===== config.mk =====
export PLATFORM = sky130hd
export DESIGN_NAME = murax_reset_seq
export DESIGN_NICKNAME = d
export VERILOG_FILES = /design/src/rtl/murax_reset_seq.sv
export SDC_FILE = /design/constraint.sdc
export NUM_CORES = 1
export LEC_CHECK = 0
export BUFFER_PORTS_ARGS = -buffer_cell sky130_fd_sc_hd__buf_2
export CAP_MARGIN = 20
export CORE_MARGIN = 4
export CORE_UTILIZATION = 37
export DETAILED_ROUTE_END_ITERATION = 8
export GPL_TIMING_DRIVEN = 0
export SYNTH_ARGS = -nofsm -noshare
export SYNTH_HDL_FRONTEND = slang
export SYNTH_SLANG_ARGS = --single-unit

===== constraint.sdc =====
create_clock -name CLK -period 2.12 [get_ports CLK]
set_input_delay 0.318 -clock CLK [delete_from_list [all_inputs] [get_ports CLK]]
set_output_delay 0.318 -clock CLK [all_outputs]
set_load 0.1 [all_outputs]

===== src/rtl/murax_reset_seq.sv =====
// murax_reset_seq: reset sequencer feeding the core's io_asyncReset.
// Merges PLL lock and the user reset button into one stretched reset. That
// reset is released synchronously to CLK. The block also records the cause of
// the last reset entry so software can read it.
//
// Optional build macro: RESET_SEQ_DEBOUNCE_EN
//   defined   - the button passes through a DEBOUNCE_CYCLES consecutive-cycle filter
//   undefined - the synchronized button is used directly; DEBOUNCE_CYCLES is ignored
//
// Ports:
//   CLK          in  main clock (PLL output domain)
//   reset_in     in  asynchronous active-high reset
//   pll_locked   in  PLL lock, asynchronous to CLK
//   button_in    in  raw reset button, high while pressed, asynchronous
//   sys_reset    out active-high core reset, registered; set at once by reset_in
//   locked_sync  out pll_locked after the 2-flop synchronizer
//   reset_cause  out 00 power-on, 01 lock loss, 10 button
module murax_reset_seq #(
   parameter int unsigned HOLD_CYCLES     = 255,
   parameter int unsigned DEBOUNCE_CYCLES = 1023
) (
   input  logic       CLK,
   input  logic       reset_in,
   input  logic       pll_locked,
   input  logic       button_in,
   output logic       sys_reset,
   output logic       locked_sync,
   output logic [1:0] reset_cause
);

   localparam int unsigned HOLD_W     = $clog2(HOLD_CYCLES + 1);
   localparam logic [1:0]  CAUSE_POR  = 2'b00;
   localparam logic [1:0]  CAUSE_LOCK = 2'b01;
   localparam logic [1:0]  CAUSE_BTN  = 2'b10;

   typedef enum logic [1:0] {
      ST_WAIT_LOCK = 2'd0,
      ST_HOLD      = 2'd1,
      ST_RUN       = 2'd2
   } state_t;

   // Reject out-of-range configurations at elaboration.
   if (HOLD_CYCLES < 1 || HOLD_CYCLES > 65535 ||
       DEBOUNCE_CYCLES < 1 || DEBOUNCE_CYCLES > 65535) begin : g_bad_param
      $error("murax_reset_seq: HOLD_CYCLES/DEBOUNCE_CYCLES out of range 1..65535");
   end

   logic              r_lock_s1;
   logic              r_lock_s2;
   logic              r_btn_s1;
   logic              r_btn_s2;
   logic              r_btn_prev;
   logic              w_btn_stable;
   logic              w_btn_req;

   state_t            r_state;
   state_t            w_state_nxt;
   logic [HOLD_W-1:0] r_hold_cnt;
   logic [HOLD_W-1:0] w_hold_cnt_nxt;
   logic [1:0]        r_cause;
   logic [1:0]        w_cause_nxt;
   logic              r_sys_reset;
   logic              w_sys_reset_nxt;

   // Two-flop synchronizers for lock and button.
   always_ff @(posedge CLK or posedge reset_in) begin : p_sync
      if (reset_in) begin
         r_lock_s1 <= 1'b0;
         r_lock_s2 <= 1'b0;
         r_btn_s1  <= 1'b0;
         r_btn_s2  <= 1'b0;
      end else begin
         r_lock_s1 <= pll_locked;
         r_lock_s2 <= r_lock_s1;
         r_btn_s1  <= button_in;
         r_btn_s2  <= r_btn_s1;
      end
   end

`ifdef RESET_SEQ_DEBOUNCE_EN
   localparam int unsigned DB_W = $clog2(DEBOUNCE_CYCLES + 1);

   logic [DB_W-1:0] r_db_cnt;
   logic            r_btn_stable;

   // The stable value flips only after DEBOUNCE_CYCLES consecutive disagreeing samples.
   always_ff @(posedge CLK or posedge reset_in) begin : p_debounce
      if (reset_in) begin
         r_db_cnt     <= '0;
         r_btn_stable <= 1'b0;
      end else if (r_btn_s2 == r_btn_stable) begin
         r_db_cnt     <= '0;
      end else if (r_db_cnt == DB_W'(DEBOUNCE_CYCLES - 1)) begin
         r_btn_stable <= r_btn_s2;
         r_db_cnt     <= '0;
      end else begin
         r_db_cnt     <= r_db_cnt + DB_W'(1);
      end
   end

   assign w_btn_stable = r_btn_stable;
`else
   assign w_btn_stable = r_btn_s2;
`endif

   // The previous stable value gives a one-cycle pulse on release (1->0) only.
   always_ff @(posedge CLK or posedge reset_in) begin : p_btn_edge
      if (reset_in) begin
         r_btn_prev <= 1'b0;
      end else begin
         r_btn_prev <= w_btn_stable;
      end
   end

   assign w_btn_req = r_btn_prev & ~w_btn_stable;

   // FSM state plus registered outputs.
   always_ff @(posedge CLK or posedge reset_in) begin : p_state_reg
      if (reset_in) begin
         r_state     <= ST_WAIT_LOCK;
         r_hold_cnt  <= '0;
         r_cause     <= CAUSE_POR;
         r_sys_reset <= 1'b1;
      end else begin
         r_state     <= w_state_nxt;
         r_hold_cnt  <= w_hold_cnt_nxt;
         r_cause     <= w_cause_nxt;
         r_sys_reset <= w_sys_reset_nxt;
      end
   end

   // Next state; lock loss takes priority over a button release.
   always_comb begin : p_next_state
      w_state_nxt = r_state;
      case (r_state)
         ST_WAIT_LOCK: begin
            if (r_lock_s2) w_state_nxt = ST_HOLD;
         end
         ST_HOLD: begin
            if (!r_lock_s2)                                   w_state_nxt = ST_WAIT_LOCK;
            else if (w_btn_req)                               w_state_nxt = ST_HOLD;
            else if (r_hold_cnt == HOLD_W'(HOLD_CYCLES - 1))  w_state_nxt = ST_RUN;
         end
         ST_RUN: begin
            if (!r_lock_s2)     w_state_nxt = ST_WAIT_LOCK;
            else if (w_btn_req) w_state_nxt = ST_HOLD;
         end
         default: w_state_nxt = ST_WAIT_LOCK;
      endcase
   end

   // Hold counter, cause and reset output. The counter stops at HOLD_CYCLES
   // when HOLD is left, so it never wraps.
   always_comb begin : p_outputs
      w_hold_cnt_nxt = r_hold_cnt;
      w_cause_nxt    = r_cause;
      case (r_state)
         ST_WAIT_LOCK: begin
            w_hold_cnt_nxt = '0;
         end
         ST_HOLD: begin
            if (!r_lock_s2) begin
               w_hold_cnt_nxt = '0;
               w_cause_nxt    = CAUSE_LOCK;
            end else if (w_btn_req) begin
               w_hold_cnt_nxt = '0;
               w_cause_nxt    = CAUSE_BTN;
            end else begin
               w_hold_cnt_nxt = r_hold_cnt + HOLD_W'(1);
            end
         end
         ST_RUN: begin
            if (!r_lock_s2) begin
               w_cause_nxt    = CAUSE_LOCK;
            end else if (w_btn_req) begin
               w_hold_cnt_nxt = '0;
               w_cause_nxt    = CAUSE_BTN;
            end
         end
         default: begin
            w_hold_cnt_nxt = '0;
         end
      endcase
      w_sys_reset_nxt = (w_state_nxt != ST_RUN);
   end

   assign sys_reset   = r_sys_reset;
   assign locked_sync = r_lock_s2;
   assign reset_cause = r_cause;

endmodule


==> run metrics <==
status finished clean; WP data required 2330 ps; row cnt 17; antenna-violating nets left 0; total grt overflow 0; crit-path max FO 7; largest net degree at the start of global routing 19; DRC 0; gr usage total 11.7%; setup violators final 0; clock root buffer clkbuf_4; sequential-to-total area share from yosys stat 51.4%; Vias per Instance 5.40; initial DRC count 11; post-synthesis mux area share 2.42%; Starting Density 39.4%; Slew Limit Fails 0; clk slew on worst S/H paths 100 ps; Largest Register r_hold_cnt; # clock sinks 18; worst-path cell chain inv_1, ha_1, nand2_2, or2_4, o31a_1, or4b_1; Top FF cell, synth dfrtp_1; adder-cell share of the synthesized area 8.53%; Syn Area/Cell 10.3 um2; CTS H-tree depth 1; #FFs+latches synth 18; final worst slack 160 ps; Area Overhead vs Synth 12.2%; unrepaired setup endpoints after global routing no; Synth async-reset ratio 100%; CTS tree done; worst setup path class flop to flop; post-synthesis xor/xnor area fraction 0%; Slew @ Worst Pin 676 ps; Ys Warns 0; Static Leak 0.436 nW; Die Y 56.8 um; number of enable flip-flop cells after synthesis 0; core area 2230 um2; Critical Path AT 2170 ps; HPWL Detailed 1.21 mm; Die Width 56.8 um; gpl congestion 0.878; Non-Filler Instances 124; Num CTS Buffers 3; Antenna diodes 0; final worst path period need 1960 ps; pwr/cell area 987 nW/um2; First-pass DRT Iterations 4; max_slew headroom 54.9%; CP endpoint kind flop; Total Die Area 3220 um2; endpoints failing hold 0; initial antenna violation count 0; Bufs and invs on worst path 1; Clk Latency, worst-skew pair 290 ps; Net Count, Synth 95; port bufs 7; Synth Area in Compound Gates 14.1%; Startpoint Class flop; area post-placement 951 um2; Mapped Area 880 um2; drt wl/cell 13.0 um; slowest stage cell on the critical path or4b_1; cts-stage hold buffer count 0; final wirelength 1.61 mm; power consumption 0.974 mW; Fin Clk Skew 5.60 ps; Inst Count DP 120; fmax 510 MHz; Peak VDD IR 0.969 mV; combinational family with the most area after synthesis simple AND/OR/NAND/NOR gates; Final Cell Area 987 um2; NumNets Final 107; Vias 670; vias in the first global route 652; CTS Buffer Depth 2; share of cells above drive strength 1 21.9%; simple-gate share of the synthesized area 20.6%; first-pass GRT wire length 2.98 mm; setup TNS 0 ps; crit share post-route 92.5%; hold crit path type input port to asynchronous set/reset pin; post-CTS sizing 0; Syn Inst Count 85; worst slack at placement 174 ps; Top Ports 8; CP top delay family simple AND/OR/NAND/NOR gates; slowest stage delay, CP 460 ps; max reg flops 8; Synth cell types 29; setup repair bufs after CTS 0; max_cap viols 0
[power by group]
part / internal [mW] / switching, mW / leakage, nW
combinational: 0.0927 / 0.261 / 0.188
sequential: 0.383 / 0.0328 / 0.228
clock: 0.104 / 0.101 / 0.0210
[placed cells by master, fill, tap and decap left out, drive strengths merged, types with 2 or more instances in the layout]
master,n
dfrtp,17
nand2,9
o21ai,8
buf,8
nor3,6
ha,6
inv,5
nand3,5
a21oi,4
nor2,4
clkbuf,4
and3,2
o31ai,2
or3,2
[cell usage after synthesis, types with 2 or more instances]
master	n	area share, %
a21oi_1	4	2.3
and3_1	2	1.4
dfrtp_1	17	48
ha_1	6	8.5
inv_1	5	2.1
nand2_1	8	3.4
nand3_1	5	2.8
nor2_1	4	1.7
nor3_1	6	3.4
o21ai_0	8	4.6
o31ai_1	2	1.7
[worst reg2reg max path, cell delays in order (launching register included)]
cell and delay (ps):
dfrtp_1 420, inv_1 110, ha_1 190, nand2_2 120, or2_4 270, o31a_1 310
or4b_1 460
[metrics by stage]
step / util (%) / hold WS, ps
floorplan: - / 256
global placement: 42.6 / 334
detailed placement: 42.6 / 339
CTS: 44.2 / 118
global route: 44.2 / 110
finish: 44.2 / 113
[kinds of logic after synthesis]
kind of cell	after synthesis
and+or+nand+nor	34
adders and majority gates	6
buffers and inverters	6
muxes	2
DFF	18
AOI/OAI and AO/OA	19
[layer usage]
metal / wire length, um / GRT usage [%]
met1: 731 / 15.4
met5: 0 / 0
met2: 768 / 18.3
met4: 12 / 3.31
met3: 98 / 3.68
[cell type report]
class	count	area [um2]
clock buffers	4	36.3
inverters	5	18.8
multi-input cells	61	402
flip-flops and latches	18	453
plain buffers	1	7.51
fillers	231	1250
well taps	28	35.0
repair buffers	7	35.0
[final timing paths]
| kind | from | end | slack [ps] | cells after the start |
|---|---|---|---|---|
| hold / removal | reset_in | reset_cause[0] | 110 | 2 |
| min in group CLK | button_in | r_btn_s1 | 130 | 1 |
| hold reg to reg | r_lock_s1 | locked_sync | 360 | 0 |
| setup reg to reg | r_state[1] | sys_reset | 160 | 6 |
| setup / recovery | r_state[1] | sys_reset | 160 | 6 |
| max in group asynchronous | reset_in | locked_sync | 1530 | 2 |
(Power assumes the default switching activity.)
